**config.mk**
```make
export PLATFORM = sky130hd
export DESIGN_NAME = dispense_sequencer
export DESIGN_NICKNAME = d
export VERILOG_FILES = /design/src/rtl/dispense_sequencer.sv
export SDC_FILE = /design/constraint.sdc
export NUM_CORES = 1
export LEC_CHECK = 0
export CAP_MARGIN = 40
export CORE_ASPECT_RATIO = 0.7
export CORE_MARGIN = 3
export CORE_UTILIZATION = 42
export DETAILED_ROUTE_END_ITERATION = 16
export PLACE_DENSITY = 0.64
export SETUP_SLACK_MARGIN = 0.1
export SYNTH_ARGS = -nofsm -noshare
export SYNTH_HDL_FRONTEND = slang
export SYNTH_SLANG_ARGS = --single-unit
```
**constraint.sdc**
```tcl
create_clock -name CLK -period 4.75 [get_ports CLK]
set_clock_uncertainty 0.15 [all_clocks]
set_input_delay 0.95 -clock CLK [delete_from_list [all_inputs] [get_ports CLK]]
set_output_delay 0.95 -clock CLK [all_outputs]
set_load 0.005 [all_outputs]
```
**src/rtl/dispense_sequencer.sv**
```systemverilog
// Actuator-side dispense sequencer: latches a drink request, re-checks supplies,
// then steps heater, pump, powder valve and mixer through timed phases.
module dispense_sequencer #(
    parameter int CNT_W        = 8,
    parameter int HEAT_TIMEOUT = 200,
    parameter int POUR_CYC     = 100,
    parameter int POWDER_CYC   = 40,
    parameter int MIX_CYC      = 60
) (
    input  logic       CLK,
    input  logic       RST_N,
    input  logic       START,
    input  logic       B1,
    input  logic       B0,
    input  logic       SR,
    input  logic       SP,
    input  logic       SN,
    input  logic       A,
    input  logic       VL,
    input  logic       ACK,
    output logic       AQ,
    output logic       P,
    output logic       PP,
    output logic       M,
    output logic       BUSY,
    output logic       DONE,
    output logic       FAULT,
    output logic [1:0] ERR
);

    typedef enum logic [2:0] {
        S_IDLE, S_CHECK, S_HEAT, S_POUR, S_POWDER, S_MIX, S_DONE, S_FAULT
    } state_t;

    localparam logic [CNT_W-1:0] HEAT_LAST   = CNT_W'(HEAT_TIMEOUT - 1);
    localparam logic [CNT_W-1:0] POUR_LAST   = CNT_W'(POUR_CYC - 1);
    localparam logic [CNT_W-1:0] POWDER_LAST = CNT_W'(POWDER_CYC - 1);
    localparam logic [CNT_W-1:0] MIX_LAST    = CNT_W'(MIX_CYC - 1);

    localparam logic [1:0] E_CODE   = 2'b00;
    localparam logic [1:0] E_SUPPLY = 2'b01;
    localparam logic [1:0] E_HEAT   = 2'b10;
    localparam logic [1:0] E_CUP    = 2'b11;

    state_t             state, nxt_state;
    logic [CNT_W-1:0]   cnt, nxt_cnt;
    logic [1:0]         code, nxt_code;
    logic [1:0]         nxt_err;
    logic               nxt_aq, nxt_p, nxt_pp, nxt_m;
    logic               nxt_busy, nxt_done, nxt_fault;

    always_ff @(posedge CLK or negedge RST_N) begin
        if (!RST_N) begin
            state <= S_IDLE;
            cnt   <= '0;
            code  <= 2'b00;
            ERR   <= 2'b00;
            AQ    <= 1'b0;
            P     <= 1'b0;
            PP    <= 1'b0;
            M     <= 1'b0;
            BUSY  <= 1'b0;
            DONE  <= 1'b0;
            FAULT <= 1'b0;
        end else begin
            state <= nxt_state;
            cnt   <= nxt_cnt;
            code  <= nxt_code;
            ERR   <= nxt_err;
            AQ    <= nxt_aq;
            P     <= nxt_p;
            PP    <= nxt_pp;
            M     <= nxt_m;
            BUSY  <= nxt_busy;
            DONE  <= nxt_done;
            FAULT <= nxt_fault;
        end
    end

    // Cup removal is tested first in every timed phase so it beats both
    // phase completion and the heat timeout.
    always_comb begin
        nxt_state = state;
        nxt_cnt   = '0;
        nxt_code  = code;
        nxt_err   = ERR;
        case (state)
            S_IDLE: begin
                if (START) begin
                    nxt_code  = {B1, B0};
                    nxt_state = S_CHECK;
                end
            end
            S_CHECK: begin
                if (code == 2'b00) begin
                    nxt_state = S_FAULT;
                    nxt_err   = E_CODE;
                end else if (!SR || !SN || !A || (code != 2'b01 && !SP)) begin
                    nxt_state = S_FAULT;
                    nxt_err   = E_SUPPLY;
                end else begin
                    nxt_state = S_HEAT;
                end
            end
            S_HEAT: begin
                nxt_cnt = cnt + CNT_W'(1);
                if (!A) begin
                    nxt_state = S_FAULT;
                    nxt_err   = E_CUP;
                end else if (VL) begin
                    nxt_state = S_POUR;
                end else if (cnt == HEAT_LAST) begin
                    nxt_state = S_FAULT;
                    nxt_err   = E_HEAT;
                end
            end
            S_POUR: begin
                nxt_cnt = cnt + CNT_W'(1);
                if (!A) begin
                    nxt_state = S_FAULT;
                    nxt_err   = E_CUP;
                end else if (cnt == POUR_LAST) begin
                    nxt_state = (code == 2'b01) ? S_DONE : S_POWDER;
                end
            end
            S_POWDER: begin
                nxt_cnt = cnt + CNT_W'(1);
                if (!A) begin
                    nxt_state = S_FAULT;
                    nxt_err   = E_CUP;
                end else if (cnt == POWDER_LAST) begin
                    nxt_state = (code == 2'b10) ? S_DONE : S_MIX;
                end
            end
            S_MIX: begin
                nxt_cnt = cnt + CNT_W'(1);
                if (!A) begin
                    nxt_state = S_FAULT;
                    nxt_err   = E_CUP;
                end else if (cnt == MIX_LAST) begin
                    nxt_state = S_DONE;
                end
            end
            S_DONE: begin
                nxt_state = S_IDLE;
            end
            S_FAULT: begin
                if (ACK) begin
                    nxt_state = S_IDLE;
                    nxt_err   = 2'b00;
                end
            end
            default: begin
                nxt_state = S_IDLE;
            end
        endcase
        if (nxt_state != state) begin
            nxt_cnt = '0;
        end
    end

    // Outputs are decoded from the next state and registered, so each
    // actuator rises on exactly the edge its predecessor falls.
    always_comb begin
        nxt_aq    = (nxt_state == S_HEAT);
        nxt_p     = (nxt_state == S_POUR);
        nxt_pp    = (nxt_state == S_POWDER);
        nxt_m     = (nxt_state == S_MIX);
        nxt_busy  = !(nxt_state == S_IDLE || nxt_state == S_FAULT);
        nxt_done  = (nxt_state == S_DONE);
        nxt_fault = (nxt_state == S_FAULT);
    end

endmodule
```
# Yosys cells after proc, flatten, opt, wreduce, memory -nomap -nowiden
# Cells that the tools add are included.
[op_classes] n_reduce_logical=18 n_addsub=1 muxes=26 n_eq_ne=26
[op_table] op="$mux W3" n=13
[op_table] op="$eq A3 B3 Y1 const B" n=8
[op_table] op="$pmux W3 S8" n=1
[op_table] op="$mux W2" n=9
[op_table] op="$eq A8 B6 Y1 const B" n=2
[op_table] op="$mux W8" n=2
[op_table] op="$eq A3 B2 Y1 const B" n=4
[op_table] op="$ne A3 B3 Y1 const B" n=3
[op_table] op="$add A8 B1 Y8 const B" n=1
[op_table] op="$eq A8 B7 Y1 const B" n=1
[op_table] op="$eq A8 B8 Y1 const B" n=1
[op_table] op="$pmux W2 S4" n=1
[op_table] op="$logic_not A3 Y1" n=2
[op_table] op="$reduce_and A6 Y1" n=1
[op_table] op="$logic_not A1 Y1" n=5
[op_table] op="$logic_or A1 B1 Y1" n=4
[op_table] op="$ne A2 B2 Y1 const B" n=2
[op_table] op="$reduce_bool A4 Y1" n=1
[op_table] op="$reduce_or A4 Y1" n=1
[op_table] op="$eq A3 B1 Y1 const B" n=1
[op_table] op="$ne A3 B3 Y1" n=1
[op_table] op="$reduce_or A3 Y1" n=1
[op_table] op="$eq A2 B1 Y1 const B" n=1
[op_table] op="$eq A2 B2 Y1 const B" n=1
[op_table] op="other kinds (4)" n=4
[word_totals] reg_bits=22 in_bits=11 wordCells=82

# Depth between registers and ports, before layout
[logic_depth] ltp_word=10 ltp_mapped=8 ltp_nobuf=7

# Worst setup path after synthesis
# OpenSTA, ideal clock, no wires.
[synth_timing] path_type="input-to-reg" from="input VL" to="register ERR[0]" t_arrival_ns=2.275 required_ns=4.475 setup_ns=0.125 n_path_buf=0 cell_stages=4 path_slack_ns=2.200 path_cell_list="or2_2 or4_1 a32oi_1 mux2_2"
[synth_between] elab_chain_len=2
[synth_rtl] item="start: declaration" line_no="19" rtl="input logic VL,"
[synth_rtl] item="$ne A3 B3 Y1 (no source line)"
[synth_rtl] item="$reduce_and A6 Y1 (no source line)"
[synth_rtl] item="end signal: assignment" line_no="69" rtl="ERR <= nxt_err;"
[synth_rtl] item="end: declaration" line_no="28" rtl="output logic [1:0] ERR"
# No other way between the ends.
# A chain may end at the register's enable or synchronous reset.

# Worst setup path in the final report
# Ends and elaborated chain as after synthesis.

==> metrics <==
status=finished clean; GRT Total Usage=17.8%; vias in the first global route=1075; critical path class=primary input to flop; number of max-cap violations=0; Worst slew margin=70.1%; syn_area_per_cell=9.35 sq um; hold_buf cts=0; fin. max-slew vios=0; clk slew on worst S/H paths=90 ps; main combinational cell family by area after synthesis=simple AND/OR/NAND/NOR gates; CTS tree=yes; Nets=168; dpl hpwl=2.19 mm; HP Start=cnt[0]$_DFF_PN0_; IO buf count=19; largest area contributor in the netlist=dfrtp_1; critical path fanouts, max=3; Antenna Cells=0; CTS-repair resized insts=0; upper clock frequency limit=354 MHz; syn nets=148; worst-margin pin slew=445 ps; Worst Setup Slack, final=1920 ps; Worst Setup Start Kind=primary input; clk buf depth=2; pwr dens=556 nW/um^2; Synth Instances=136; H-tree depth=1; Hold Violations, Final=0; Peak VDD IR=278 uV; DP Cell Count=187; Antenna Nets Post-Route=0; CTS Root Cell=clkbuf_8; GR Overflow Total=0; Adder-Cell Fraction of Synth Area=0.984%; Post-Layout Cell Count=191; Rows=16; post-synthesis mux area share=2.66%; Worst EP required=4760 ps; Post-route DRC=0; RSZ-0062 raised after global routing=no; worst skew pair latency=270 ps; warnings from Yosys=0; Area contributors post-synth=dfrtp_1 (43%), nor2_1 (5.0%), nand3_1 (3.5%); Placement Setup Slack=1650 ps; detailed-route wire length per cell=15.3 microns; die width=71.8 microns; I/O pin cnt=20; CP Capture Type=flop; fraction of the mapped netlist area in compound gates=13.6%; Initial Util=44.7%; first-pass GRT wire length=5.04 mm; total CTS buffers=3; Synth top area share=43.3%; Final TNS setup=0 ps; HP Class=flop to flop; antenna violations before repair=0; setup bufs post-CTS=0; worst setup path start=VL; Vias=1121; final setup fails=0; pin count of the biggest net entering global routing=17; DIE HEIGHT=52.0 microns; top_reg_cell synth=dfrtp_1; layout cells sized above 1=9.68%; area added between synthesis and finish=22.9%; Pwr Total=0.000869 W; #FFs+latches synth=22; Pleak=0.630 nW; Core Util, Final=55.0%; synthesized area=1270 sq um; first-pass detailed-route iteration total=4; die area=3730 sq um; synth unique cells=43; CP arrival=2840 ps; Synth Area in Simple Gates=32.5%; Iteration-0 DRC Markers=113; Synth Area in XOR/XNOR=3.44%; via/cell ratio=5.87; Core ar.=2840 sq um; share of the yosys chip area belonging to registers=43.3%; final worst path period need=2830 ps; RePlAce Congestion=0.868; clock tree sinks=22; Synth async-reset ratio=100%; R2R Path Start=cnt[0]$_DFF_PN0_; fin crit share=59.5%; number of synthesized flops with an enable pin=0; final wirelength=2.93 mm
## cell type report
class	count	area [sq um]
fillers	281	1280
multi-input cells	105	676
flip-flops and latches	22	551
repair buffers	20	205
well taps	36	45.0
clock buffers	3	41.3
clock inverters	1	30.0
inverters	4	15.0
## power breakdown
part,total (W),internal [W],switching [W]
logic,0.000379,0.000183,0.000196
clock network,0.000178,0.000113,0.0000654
registers,0.000311,0.000241,0.0000698
## metrics by stage
step	hold WS [ps]	instance area [sq um]
floorplan	283	1270
global placement	296	1480
detailed placement	305	1490
CTS	316	1560
global route	361	1560
finish	315	1560
## Yosys cell counts (2+ instances only)
cell / number
dfrtp_1: 22
nor2_1: 17
nand2_1: 12
nand3_1: 9
nor2b_1: 6
o21ai_0: 6
nand2b_1: 5
inv_1: 4
a21oi_1: 3
buf_2: 3
mux2_2: 3
nand3b_1: 3
xor2_1: 3
a211o_1: 2
a21o_1: 2
a31oi_1: 2
a32oi_1: 2
and4b_1: 2
nor3_1: 2
nor4b_1: 2
or3_1: 2
or4_1: 2
xnor2_1: 2
## layout by cell type (no fill, tap or decap), drive strengths merged, types with 2 or more instances in the layout
master | synthesis | final
dfrtp | 22 | 22
clkdlybuf4s50 | 0 | 19
nor2 | 17 | 17
nand2 | 12 | 12
nand3 | 10 | 10
nor2b | 6 | 6
o21ai | 6 | 6
nand2b | 5 | 5
inv | 4 | 4
nand3b | 3 | 3
a21oi | 3 | 3
xor2 | 3 | 3
mux2 | 3 | 3
clkbuf | 1 | 3
or4 | 2 | 2
a32oi | 2 | 2
or3 | 2 | 2
a21o | 2 | 2
xnor2 | 2 | 2
nor4b | 2 | 2
a31oi | 2 | 2
and4b | 2 | 2
a211o | 2 | 2
nor3 | 2 | 2
nor3b | 2 | 2
and3 | 2 | 2
## sequential cells by signal, indices dropped and copies added (netlist names)
register and count:
cnt 8, state 3, ERR 2, code 2
AQ 1, BUSY 1, DONE 1, FAULT 1
M 1, P 1, PP 1
## worst paths after layout
path | end | slack, ps | cells after the start
min in group asynchronous | ERR[1]$_DFFE_PN0P_ | 810 | 1
hold / removal | cnt[0]$_DFF_PN0_ | 320 | 1
max in group asynchronous | cnt[6]$_DFF_PN0_ | 3190 | 2
hold reg to reg | cnt[0]$_DFF_PN0_ | 320 | 1
setup / recovery | ERR[0]$_DFFE_PN0P_ | 1920 | 5
setup reg to reg | cnt[5]$_DFF_PN0_ | 2410 | 7
## critical path, stage by stage
cell             delay (ps)
clkdlybuf4s50_1         450
or2_2                   300
or4_1                   480
a32oi_1                 290
mux2_2                  370
## routing by layer
layer	part of all wire [%]	vias to the layer above	wire [microns]	GRT usage, %
li1	-	527	-	-
met1	47	544	1370	24.0
met2	43	46	1250	26.5
met3	9.1	4	267	5.79
met4	1.5	0	43	6.56
met5	0	-	0	0
## logic make-up after synthesis
group,after synthesis
XOR/XNOR,5
flip-flops,22
AND/OR/NAND/NOR,72
adder cells (fa/ha/maj),1
multiplexers,3
buffers and inverters,9
AO/OA/AOI/OAI,24
Note: power is estimated with default switching activity, not from simulation.
